### config.mk
export PLATFORM = sky130hd
export DESIGN_NAME = pc_sequencer
export DESIGN_NICKNAME = d
export VERILOG_FILES = /design/src/rtl/pc_sequencer.sv
export SDC_FILE = /design/constraint.sdc
export NUM_CORES = 1
export LEC_CHECK = 0
export ABC_AREA = 1
export CAP_MARGIN = 20
export CORE_ASPECT_RATIO = 1.5
export CORE_MARGIN = 5
export CORE_UTILIZATION = 40
export DETAILED_ROUTE_END_ITERATION = 8
export PLACE_DENSITY = 0.64
export REMOVE_ABC_BUFFERS = 1
export SLEW_MARGIN = 20
export SYNTH_ARGS = -nofsm -noshare
export SYNTH_HDL_FRONTEND = slang
export SYNTH_SLANG_ARGS = --single-unit
### constraint.sdc
create_clock -name clk -period 3.8 [get_ports clk]
set_input_delay 0.76 -clock clk [delete_from_list [all_inputs] [get_ports clk]]
set_output_delay 0.76 -clock clk [all_outputs]
set_load 0.02 [all_outputs]
### src/rtl/pc_sequencer.sv
// Multi-cycle PC sequencer: FETCH/DECODE/EXEC/MEM/WB/PULSE/HALTED control and next-PC selection.
// Optional PC_ALIGN_CHECK_EN halts on a misaligned computed target.
module pc_sequencer (
  input  logic        clk,
  input  logic        resetN,
  input  logic [31:0] currentPointer,
  input  logic        imemReady,
  input  logic        dmemReady,
  input  logic        memOp,
  input  logic        branch,
  input  logic        branchNe,
  input  logic        aluZero,
  input  logic        jump,
  input  logic        jumpReg,
  input  logic        halt,
  input  logic [15:0] imm16,
  input  logic [25:0] target26,
  input  logic [31:0] rsData,
  output logic [31:0] memLoc,
  output logic        outputEnable,
  output logic        imemReq,
  output logic        dmemReq,
  output logic        regWrite,
  output logic [2:0]  phase,
  output logic        halted
);

  // state  | meaning
  // FETCH  | request instruction word, wait for imemReady
  // DECODE | capture decoded fields
  // EXEC   | select next PC, load memLoc on exit
  // MEM    | request data access, wait for dmemReady
  // WB     | register writeback strobe
  // PULSE  | one-cycle PC load strobe
  // HALTED | stopped until reset
  typedef enum logic [2:0] {
    FETCH  = 3'd0,
    DECODE = 3'd1,
    EXEC   = 3'd2,
    MEM    = 3'd3,
    WB     = 3'd4,
    PULSE  = 3'd5,
    HALTED = 3'd6
  } stateT;

  stateT state, stateNext;

  logic        dMemOp, dBranch, dBranchNe, dJump, dJumpReg;
  logic [15:0] dImm16;
  logic [25:0] dTarget26;
  logic [31:0] dRsData, dPc;
  logic [31:0] pc4, branchTarget, nextPc;
  logic        taken, alignFault;
  logic        oeQ;

  always_comb begin
    pc4          = dPc + 32'd4;
    branchTarget = pc4 + {{14{dImm16[15]}}, dImm16, 2'b00};
    taken        = dBranch & (aluZero ^ dBranchNe);
    if (dJumpReg)   nextPc = dRsData;
    else if (dJump) nextPc = {pc4[31:28], dTarget26, 2'b00};
    else if (taken) nextPc = branchTarget;
    else            nextPc = pc4;
`ifdef PC_ALIGN_CHECK_EN
    alignFault = |nextPc[1:0];
`else
    alignFault = 1'b0;
`endif
  end

  always_comb begin
    stateNext = state;
    case (state)
      FETCH:   if (imemReady) stateNext = DECODE;
      DECODE:  stateNext = halt ? HALTED : EXEC;
      EXEC: begin
        if (alignFault)  stateNext = HALTED;
        else if (dMemOp) stateNext = MEM;
        else             stateNext = WB;
      end
      MEM:     if (dmemReady) stateNext = WB;
      WB:      stateNext = PULSE;
      PULSE:   stateNext = FETCH;
      HALTED:  stateNext = HALTED;
      default: stateNext = FETCH;
    endcase
  end

  always_ff @(posedge clk or negedge resetN) begin
    if (!resetN) begin
      state     <= FETCH;
      oeQ       <= 1'b0;
      memLoc    <= 32'd0;
      dMemOp    <= 1'b0;
      dBranch   <= 1'b0;
      dBranchNe <= 1'b0;
      dJump     <= 1'b0;
      dJumpReg  <= 1'b0;
      dImm16    <= 16'd0;
      dTarget26 <= 26'd0;
      dRsData   <= 32'd0;
      dPc       <= 32'd0;
    end else begin
      state <= stateNext;
      // Strobe comes straight from a flop so the PC register sees no decode glitches
      oeQ   <= (stateNext == PULSE);
      if (state == DECODE) begin
        dMemOp    <= memOp;
        dBranch   <= branch;
        dBranchNe <= branchNe;
        dJump     <= jump;
        dJumpReg  <= jumpReg;
        dImm16    <= imm16;
        dTarget26 <= target26;
        dRsData   <= rsData;
        dPc       <= currentPointer;
      end
      if ((state == EXEC) && !alignFault) memLoc <= nextPc;
    end
  end

  // Reset gating keeps the fetch request low while reset is held
  assign imemReq      = resetN & (state == FETCH);
  assign dmemReq      = (state == MEM);
  assign regWrite     = (state == WB);
  assign halted       = (state == HALTED);
  assign phase        = state;
  assign outputEnable = oeQ;

endmodule

==> summary.md <==
| Metric | Value |
|---|---|
| Max-Cap Viols | `0` |
| Inst Count DP | `1854` |
| Vias/cell | `4.91` |
| Fin nets | `1709` |
| WL final | `31.2 mm` |
| Mapped cell area | `0.00948 mm^2` |
| Post_cts resized | `0` |
| Clock root cell | `clkbuf_16` |
| CP Max Fanout | `6` |
| R2R depth | `19` |
| Status | `finished, final reports clean` |
| Core Footprint | `0.0236 mm^2` |
| Htree depth | `4` |
| YS warnings | `0` |
| Final worst slack | `0.504 ns` |
| Dpl cell area | `0.0114 mm^2` |
| Hold Violations, Final | `0` |
| Setup TNS | `0 ns` |
| Worst Setup SP | `dPc[2]$_DFFE_PN0N_` |
| Reg2reg end | `memLoc[30]$_DFFE_PN0N_` |
| Pins Over Slew Limit | `0` |
| FF-to-FF setup slack | `0.50 ns` |
| Port bufs | `156` |
| Fin util | `0.509` |
| Seq/Total Area, Yosys | `0.388` |
| Initial Util | `0.402` |
| VDD IR max | `0.321 mV` |
| Clock sink total | `147` |
| Fmax | `0.303 GHz` |
| Critical path launch point type | `register` |
| Worst R2R Start | `dPc[2]$_DFFE_PN0N_` |
| Final GP Congestion | `1.02` |
| Worst-Skew Late Latency | `0.44 ns` |
| Relative slew slack | `0.377` |
| Synthesized area per cell | `6.73 um^2` |
| Fillers | `2421` |
| Setup violators final | `0` |
| Global-route wire length before repair | `49.4 mm` |
| Dpl ws | `0.495 ns` |
| Hold buffer count at CTS | `0` |
| Final Cycle Share | `0.867` |
| Synth unique cells | `49` |
| Seq cells post-synth | `147` |
| Die ar. | `0.0269 mm^2` |
| Crit path kind | `register to register` |
| WP data arrival | `3.63 ns` |
| Multi-input gate area | `0.00500 mm^2` |
| Die Y | `199 um` |
| Area Growth Syn to Fin | `26.5%` |
| RSZ-0062 raised after global routing | `no` |
| Rows | `69` |
| Post-Syn Instances | `1408` |
| Non-filler cells in the finished layout | `1886` |
| Pin count of the biggest net entering global routing | `155` |
| Clk_skew | `0.00536 ns` |
| Tot GR Track Use | `0.237` |
| Post-synth ARST share | `1.00` |
| Antenna Violating Nets Remaining | `0` |
| DRT Pass-1 Iters | `5` |
| CP endpoint kind | `register` |
| Hpwl dp | `24.4 mm` |
| Cell Pwr Density | `291 mW/mm^2` |
| Initial antenna violation count | `0` |
| Num CTS Buffers | `17` |
| Leak pwr | `6.43 nW` |
| Worst Tran Pin Value | `0.935 ns` |
| Critical Path RT | `4.14 ns` |
| Total gr overflow | `0` |
| # Post-CTS Setup Buffers | `0` |
| Routed length per instance | `16.5 um` |
| Ports | `157` |
| Post-synth top flop | `dfrtp_1` |
| Vias in the first global route | `9507` |
| # diodes | `0` |
| Via count | `9252` |
| Final Instance Area | `0.0120 mm^2` |
| Initial DRC count | `465` |
| Clk slew on worst S/H paths | `0.06 ns` |
| Die W | `136 um` |
| CTS Buffer Depth | `2` |
| FF/Latch Area | `0.00368 mm^2` |
| Min Clock Period, post-route | `3.30 ns` |
| Drt drc | `0` |
| CTS tree | `built` |
| HP Class | `primary input to asynchronous set/reset pin` |
| Fraction of layout cells with a size suffix above 1 | `0.0523` |
| Post-synth EDFFs | `0` |
==> synthesized netlist by cell type (all sizes together) (2+ instances only) <==
cell / instances / area share
a2bb2oi: 4 / 0.0037
nand3b: 3 / 0.0024
nor2: 103 / 0.047
and2: 5 / 0.0033
o21ai: 68 / 0.036
or2: 7 / 0.0046
nand3: 65 / 0.035
o221ai: 5 / 0.0046
a221oi: 5 / 0.0046
dfrtp: 147 / 0.39
nor3: 17 / 0.012
a21oi: 58 / 0.031
xnor2: 4 / 0.0037
a21boi: 2 / 0.0016
buf: 10 / 0.0049
o211ai: 3 / 0.0024
xor2: 17 / 0.016
ha: 37 / 0.049
clkbuf: 31 / 0.012
o22ai: 3 / 0.0020
nand2: 614 / 0.25
o21bai: 7 / 0.0055
a22oi: 3 / 0.0024
inv: 170 / 0.067
nand4: 12 / 0.0079
==> area by class of cell <==
class | instances | area share
Multi-Input combinational cell | 1049 | 0.417
Sequential cell | 147 | 0.307
Timing Repair Buffer | 168 | 0.139
Inverter | 171 | 0.0535
Clock buffer | 21 | 0.0384
Tap cell | 319 | 0.0333
Clock inverter | 11 | 0.0125
==> sequential cells by signal, summed over array words and instances (netlist names) <==
signal	count
dRsData	32
dBranchNe	1
dJumpReg	1
memLoc	32
dPc	32
dMemOp	1
phase	3
dImm16	16
outputEnable	1
dJump	1
dTarget26	26
dBranch	1
==> report_power, final <==
| part | internal [W] | leakage [nW] | switching [W] |
|---|---|---|---|
| clock | 0.00107 | 0.294 | 0.000695 |
| sequential | 0.00157 | 1.33 | 0 |
| combinational | 0.000106 | 4.80 | 0.0000524 |
| total | 0.00274 | 6.43 | 0.000747 |
==> worst max-delay path by stage <==
| stage | slack (ns) | to |
|---|---|---|
| 2_1_floorplan | -7.05 | phase[1]$_DFF_PN0_ |
| 3_3_place_gp | 0.48 | memLoc[27]$_DFFE_PN0N_ |
| 3_5_place_dp | 0.50 | memLoc[30]$_DFFE_PN0N_ |
| 4_1_cts | 0.48 | memLoc[30]$_DFFE_PN0N_ |
| 5_1_grt | 0.18 | memLoc[27]$_DFFE_PN0N_ |
| 6_report | 0.50 | memLoc[30]$_DFFE_PN0N_ |
==> worst max-delay path, stage by stage, from the launching register on <==
cell and delay (ns):
dfrtp_1 0.42, ha_1 0.21, nand2_1 0.09, nor2_4 0.16
nand2_2 0.11, nor3_2 0.20, xor2_1 0.28, inv_1 0.13
ha_1 0.44, nand2_1 0.15, nor2_1 0.17, nand2_1 0.09
nor2_1 0.11, nand2_1 0.08, nand3_1 0.09, nand3_1 0.15
nand2_1 0.12, nand2_1 0.06, nand2_1 0.08, nand2_1 0.04
==> layer usage <==
layer	share of wire	vias to the layer above	track usage
met5	0	-	0
met4	0.027	0	0.0818
met3	0.030	46	0.0283
met2	0.55	194	0.450
met1	0.40	4316	0.273
li1	-	4696	-
==> logic make-up (layout without fill, tap and decap cells) <==
logic type	after synthesis	after routing	share of synthesized area
AND/OR/NAND/NOR	827	827	0.359
flip-flops	147	147	0.388
buffers and inverters	212	371	0.0848
XOR/XNOR	21	21	0.0202
adder cells (fa/ha/maj)	38	38	0.0509
AO/OA/AOI/OAI	163	163	0.0974
==> per-stage QoR <==
stage	hold WS [ns]	total power [W]
5_1_grt	0.160	0.00360
2_1_floorplan	0.437	0.00160
6_report	0.160	0.00349
4_1_cts	0.152	0.00353
3_5_place_dp	0.460	0.00176
3_3_place_gp	0.455	0.00175
==> placed cells by master (no fill, tap or decap), types with 4 or more instances in the layout <==
cell type	instances
nor2_2	7
or2_2	6
o221ai_1	5
xor2_1	16
nor3_1	12
o21bai_1	7
nand2_1	607
nand2_2	6
ha_1	37
a2bb2oi_1	4
nor2_1	92
clkbuf_16	17
and2_1	4
xnor2_1	4
nand3_1	63
clkdlybuf4s50_1	155
inv_2	6
nand4_1	12
a21oi_1	58
a221oi_1	5
o21ai_0	65
dfrtp_1	147
inv_1	164
buf_4	11
nor3_2	4
Note: power is estimated with default switching activity, not from simulation.
